### config.mk
export PLATFORM = sky130hd
export DESIGN_NAME = ps2_command_sequencer
export DESIGN_NICKNAME = d
export VERILOG_FILES = /design/src/rtl/ps2_command_sequencer.sv
export SDC_FILE = /design/constraint.sdc
export NUM_CORES = 1
export LEC_CHECK = 0
export ABC_AREA = 1
export BUFFER_PORTS_ARGS = -buffer_cell sky130_fd_sc_hd__buf_2
export CAP_MARGIN = 20
export CELL_PAD_IN_SITES_DETAIL_PLACEMENT = 2
export CELL_PAD_IN_SITES_GLOBAL_PLACEMENT = 2
export CORE_ASPECT_RATIO = 0.5
export CORE_MARGIN = 5
export CORE_UTILIZATION = 36
export CTS_BUF_LIST = sky130_fd_sc_hd__clkbuf_8
export DETAILED_ROUTE_END_ITERATION = 8
export PLACE_DENSITY = 0.86
export SYNTH_ARGS = -nofsm -noshare
export SYNTH_HDL_FRONTEND = slang
export SYNTH_SLANG_ARGS = --single-unit
### constraint.sdc
create_clock -name clk -period 6.8 [get_ports clk]
set_clock_uncertainty 0.1 [all_clocks]
set_input_delay 0.68 -clock clk [delete_from_list [all_inputs] [get_ports clk]]
set_output_delay 0.68 -clock clk [all_outputs]
set_load 0.03 [all_outputs]
### src/rtl/ps2_command_sequencer.sv
// Host-to-keyboard PS/2 command sequencer: sends the command byte and optional argument, waits for ACK, retries on resend, times out.
// Define PS2_CMD_STATS_EN to build the saturating resend/timeout statistics counters.
module ps2_command_sequencer #(
  parameter int clkf        = 50000000,
  parameter int timeout_ms  = 20,
  parameter int max_retries = 3
) (
  input  logic       clk,
  input  logic       reset,
  input  logic       cmd_valid,
  output logic       cmd_ready,
  input  logic [7:0] cmd_byte,
  input  logic       cmd_has_arg,
  input  logic [7:0] cmd_arg,
  output logic       busy,
  output logic       done,
  output logic [1:0] done_status,
  output logic [7:0] tx,
  output logic       start_tx,
  input  logic       tx_busy,
  input  logic       tx_complete,
  input  logic [7:0] rx,
  input  logic       rx_valid,
  input  logic       error,
  output logic [7:0] fwd_rx,
  output logic       fwd_rx_valid,
  output logic [7:0] stat_resends,
  output logic [7:0] stat_timeouts
);
  localparam int unsigned LIMIT = clkf / 1000 * timeout_ms;
  localparam logic [31:0] TMAX  = 32'(LIMIT - 1);
  localparam logic [7:0]  RMAX  = 8'(max_retries);
  localparam logic [7:0]  KB_ACK    = 8'hFA;
  localparam logic [7:0]  KB_RESEND = 8'hFE;

  typedef enum logic [2:0] {IDLE, SEND, WAIT_TX, WAIT_ACK, DONE} state_t;
  typedef struct packed {
    logic [7:0] cmd;
    logic       has_arg;
    logic [7:0] arg;
  } cmd_t;

  state_t      state;
  cmd_t        req;
  logic        phase;
  logic [7:0]  retry;
  logic [31:0] timer;

  logic rx_ok, ack_hit, nak_hit, retry_ok, expired, to_hit, fwd_take;

  assign cmd_ready = (state == IDLE);
  assign busy      = (state != IDLE);

  assign rx_ok    = rx_valid & ~error;
  assign ack_hit  = (state == WAIT_ACK) & rx_ok & (rx == KB_ACK);
  // An errored byte of any value is treated like an explicit resend request.
  assign nak_hit  = (state == WAIT_ACK) & rx_valid & (error | (rx == KB_RESEND));
  assign retry_ok = (retry < RMAX);
  // >= so a forwarded byte landing on the expiry cycle only defers the timeout.
  assign expired  = (timer >= TMAX);
  assign to_hit   = expired & (((state == WAIT_TX) & ~tx_complete) |
                               ((state == WAIT_ACK) & ~rx_valid));
  assign fwd_take = rx_ok & ~((state == WAIT_ACK) & ((rx == KB_ACK) | (rx == KB_RESEND)));

  always_ff @(posedge clk or posedge reset) begin
    if (reset) begin
      fwd_rx_valid <= 1'b0;
      fwd_rx       <= 8'h00;
    end else begin
      fwd_rx_valid <= fwd_take;
      if (fwd_take) fwd_rx <= rx;
    end
  end

  always_ff @(posedge clk or posedge reset) begin
    if (reset) begin
      state       <= IDLE;
      req         <= '0;
      phase       <= 1'b0;
      retry       <= 8'h00;
      timer       <= 32'h0;
      tx          <= 8'h00;
      start_tx    <= 1'b0;
      done        <= 1'b0;
      done_status <= 2'd0;
    end else begin
      start_tx <= 1'b0;
      done     <= 1'b0;
      if (state == WAIT_TX || state == WAIT_ACK) timer <= timer + 32'd1;
      case (state)
        IDLE: if (cmd_valid) begin
          req   <= '{cmd: cmd_byte, has_arg: cmd_has_arg, arg: cmd_arg};
          phase <= 1'b0;
          retry <= 8'h00;
          state <= SEND;
        end
        SEND: if (!tx_busy) begin
          start_tx <= 1'b1;
          tx       <= phase ? req.arg : req.cmd;
          timer    <= 32'h0;
          state    <= WAIT_TX;
        end
        WAIT_TX: if (tx_complete) begin
          timer <= 32'h0;
          state <= WAIT_ACK;
        end else if (to_hit) begin
          done        <= 1'b1;
          done_status <= 2'd2;
          state       <= DONE;
        end
        WAIT_ACK: if (ack_hit) begin
          if (!phase && req.has_arg) begin
            phase <= 1'b1;
            retry <= 8'h00;
            state <= SEND;
          end else begin
            done        <= 1'b1;
            done_status <= 2'd0;
            state       <= DONE;
          end
        end else if (nak_hit) begin
          if (retry_ok) begin
            retry <= retry + 8'd1;
            state <= SEND;
          end else begin
            done        <= 1'b1;
            done_status <= 2'd1;
            state       <= DONE;
          end
        end else if (to_hit) begin
          done        <= 1'b1;
          done_status <= 2'd2;
          state       <= DONE;
        end
        DONE:    state <= IDLE;
        default: state <= IDLE;
      endcase
    end
  end

`ifdef PS2_CMD_STATS_EN
  logic [7:0] n_resends, n_timeouts;

  always_ff @(posedge clk or posedge reset) begin
    if (reset) begin
      n_resends  <= 8'h00;
      n_timeouts <= 8'h00;
    end else begin
      if (nak_hit && retry_ok && n_resends != 8'hFF) n_resends  <= n_resends + 8'd1;
      if (to_hit && n_timeouts != 8'hFF)              n_timeouts <= n_timeouts + 8'd1;
    end
  end

  assign stat_resends  = n_resends;
  assign stat_timeouts = n_timeouts;
`else
  assign stat_resends  = 8'h00;
  assign stat_timeouts = 8'h00;
`endif

endmodule

==> run_results.csv <==
group,metric,value,unit
floorplan,dieArea,0.01392,mm2
final_layout,final_util,0.4235,
yosys,seq_area_frac_synth,0.4940,
global_routing,overflow,0,
sta,slew_headroom,0.3957,
global_routing,grt_pass1_vias,4190,
global_routing,grt_usage,0.1846,
status,status,"finished, final reports clean",
cts,cts_resized,0,
setup_path,path_class,"flip-flop to flip-flop",
floorplan,core_area,0.01115,mm2
final_layout,area_delta_synth_final,13.64,%
cts,clk_latency,0.36,ns
setup_path,critPathArrivalTime,2.89,ns
yosys,synthDistinctLibCells,35,
drt,drtAntennaViolNets,0,
power_and_ir_drop,powerDensity,322.3,mW/mm2
sta,fin_setup_tns,0,ns
setup_path,cp-start-kind,"flip-flop",
placed_design,place.gp.congestion,0.7728,
cts,clockBufferDepth,2,
final_layout,mostFrequentLayoutCell,"nand2_1",
final_layout,layout-drive-gt1-share,0.1633,
setup_path,critPathMaxFanout,20,
setup_path,r2r_cells,10,
floorplan,die_h,85.96,um
setup_path,reg2reg_from,"state[2]$_DFFE_PP0P_",
cts,numCtsBuffers,9,
drt,dr.first_iter.drc_count,132,
sta,post-route-period-util,0.4055,
global_routing,grt_pass1_wl,20.88,mm
drt,vias,3667,
yosys,syn_inst,526,
worst_hold_path,min_path_type,"input port to async pin",
yosys,ys_ff_latch,82,
sta,hold_violations,0,
cts,ctsHoldBuffers,0,
cts,post_cts_buffers,0,
yosys,synthesis.area,0.004154,mm2
placed_design,port_buffers,54,
yosys,avgSynthCellArea,7.897,um2
sta,drv_slew,0,
job,maxCapViolCount,0,
cts,clkTransAtPathRegs,0.09,ns
power_and_ir_drop,p_leak,2.502,nW
setup_path,critPathLaunch,"state[2]$_DFFE_PP0P_",
sta,fmax,362.7,MHz
drt,route.detailed.drc,0,
floorplan,die_w,161.9,um
cts,cts_tree,"built",
global_routing,grt_start_max_net_pins,83,
final_layout,nNetsFinal,617,
global_routing,antenna_found_initial,0,
drt,wl,12.89,mm
setup_path,endpoint_kind,"flip-flop",
final_layout,final_cell_mix,"nand2_1 (146), dfrtp_1 (82), nor2_1 (72)",
sta,rsz0062_at_grt,"false",
sta,setup_viol,0,
sta,worst_pin_slew,0.9054,ns
sta,finalCriticalPeriod,2.757,ns
floorplan,ios,71,
drt,dr.pass1.iters,5,
floorplan,rows,27,
yosys,yosys_warnings,0,
cts,cts_root_buffer,"clkbuf_8",
placed_design,hpwlAfterDp,8.743,mm
setup_path,cp_data_required_time,6.94,ns
drt,avgViaCountPerCell,5.003,
drt,wire_per_inst,17.58,um
floorplan,initial_core_util,0.3726,
final_layout,antenna_cells,0,
cts,htree_levels,3,
cts,cts.sinks,82,
power_and_ir_drop,peakVddDrop,0.1338,mV
where the power goes:
part	switching (mW)	internal (mW)	total, mW
logic	0.390	0.140	0.530
registers	0.0664	0.590	0.656
clock network	0.193	0.143	0.335
worst paths after layout:
check | slack (ns) | end
setup reg to reg | 4.04 | timer[20]$_DFF_PP0_
setup / recovery | 4.04 | timer[20]$_DFF_PP0_
hold / removal | 0.23 | tx[4]$_DFFE_PP0P_
min in group clk | 0.37 | req[7]$_DFFE_PP0P_
max in group asynchronous | 5.76 | tx[3]$_DFFE_PP0P_
hold reg to reg | 0.37 | req[7]$_DFFE_PP0P_
layout make-up:
type / count / area [um2]
clock buffer: 10 / 137.6
fill: 1289 / 6427
multi-input combinational: 369 / 1755
sequential: 82 / 2052
timing repair buffer: 56 / 305.3
clock inverter: 6 / 43.79
inverter: 65 / 245.2
tap: 145 / 181.4
state kept, by name, indices dropped and copies added (netlist names):
| signal | count |
|---|---|
| done_status | 2 |
| req | 17 |
| retry | 8 |
| fwd_rx | 8 |
| start_tx | 1 |
| phase | 1 |
| fwd_rx_valid | 1 |
| tx | 8 |
| done | 1 |
| state | 3 |
| timer | 32 |
layer usage:
metal	routed length, um	GRT usage	up-vias
li1	-	-	1746
met4	165	0.03991	0
met1	5832	0.2282	1828
met3	376	0.03553	18
met2	6515	0.3381	75
met5	0	0	-
cell families (layout without fill, tap and decap cells):
| kind of cell | count (synthesis) | in the layout | synth area share |
|---|---|---|---|
| adder cells (fa/ha/maj) | 2 | 2 | 0.006023 |
| AO/OA/AOI/OAI | 54 | 54 | 0.07229 |
| XOR/XNOR | 11 | 11 | 0.02319 |
| buffers and inverters | 90 | 137 | 0.09699 |
| other | 1 | 16 | 0.0009027 |
| flip-flops | 82 | 82 | 0.4940 |
| AND/OR/NAND/NOR | 286 | 286 | 0.3066 |
synthesized netlist by cell type:
library cell / n / share of area
inv_2: 7 / 0.0063
clkbuf_1: 5 / 0.0045
o21a_1: 3 / 0.0054
nor2_2: 4 / 0.0060
nand3_2: 1 / 0.0024
nand4_1: 15 / 0.023
o22ai_1: 1 / 0.0015
a21oi_1: 14 / 0.017
buf_4: 16 / 0.029
o21ai_0: 24 / 0.029
buf_2: 4 / 0.0048
nor4_1: 2 / 0.0030
o31ai_1: 4 / 0.0072
ha_1: 2 / 0.0060
nand3_1: 26 / 0.031
nand2_2: 3 / 0.0045
nand2_1: 146 / 0.13
nor3_1: 6 / 0.0072
xnor2_1: 1 / 0.0021
a221oi_1: 1 / 0.0021
nor2_8: 1 / 0.0048
nor2_1: 72 / 0.065
inv_1: 58 / 0.052
a211oi_1: 1 / 0.0018
or2_0: 1 / 0.0015
o21ai_1: 4 / 0.0048
xor2_1: 10 / 0.021
conb_1: 1 / 0.00090
nand2_4: 3 / 0.0081
a31oi_1: 1 / 0.0015
nor2_4: 4 / 0.011
a41oi_1: 1 / 0.0021
nor4b_1: 1 / 0.0021
dfrtp_1: 82 / 0.49
nand4_4: 1 / 0.0051
worst max-delay path, stage by stage (launching register included):
cell,delay (ns)
dfrtp_1,0.42
inv_2,0.07
nand2_2,0.11
inv_2,0.16
nand2_1,0.12
nor2_1,0.20
inv_1,0.11
nand2_1,0.58
inv_1,0.45
o21ai_0,0.22
a21oi_1,0.08
stage by stage:
step	setup WS (ns)	hold WS (ns)	instance area, um2	cells	total power, mW
2_1_floorplan	3.912	0.3367	4210	541	1.024
5_1_grt	3.785	0.2467	4721	733	1.627
3_5_place_dp	4.156	0.3602	4512	716	1.182
3_3_place_gp	4.204	0.3509	4512	716	1.144
4_1_cts	4.109	0.3818	4693	732	1.530
6_report	4.043	0.2312	4721	733	1.522
Note: power is estimated with default switching activity, not from simulation.
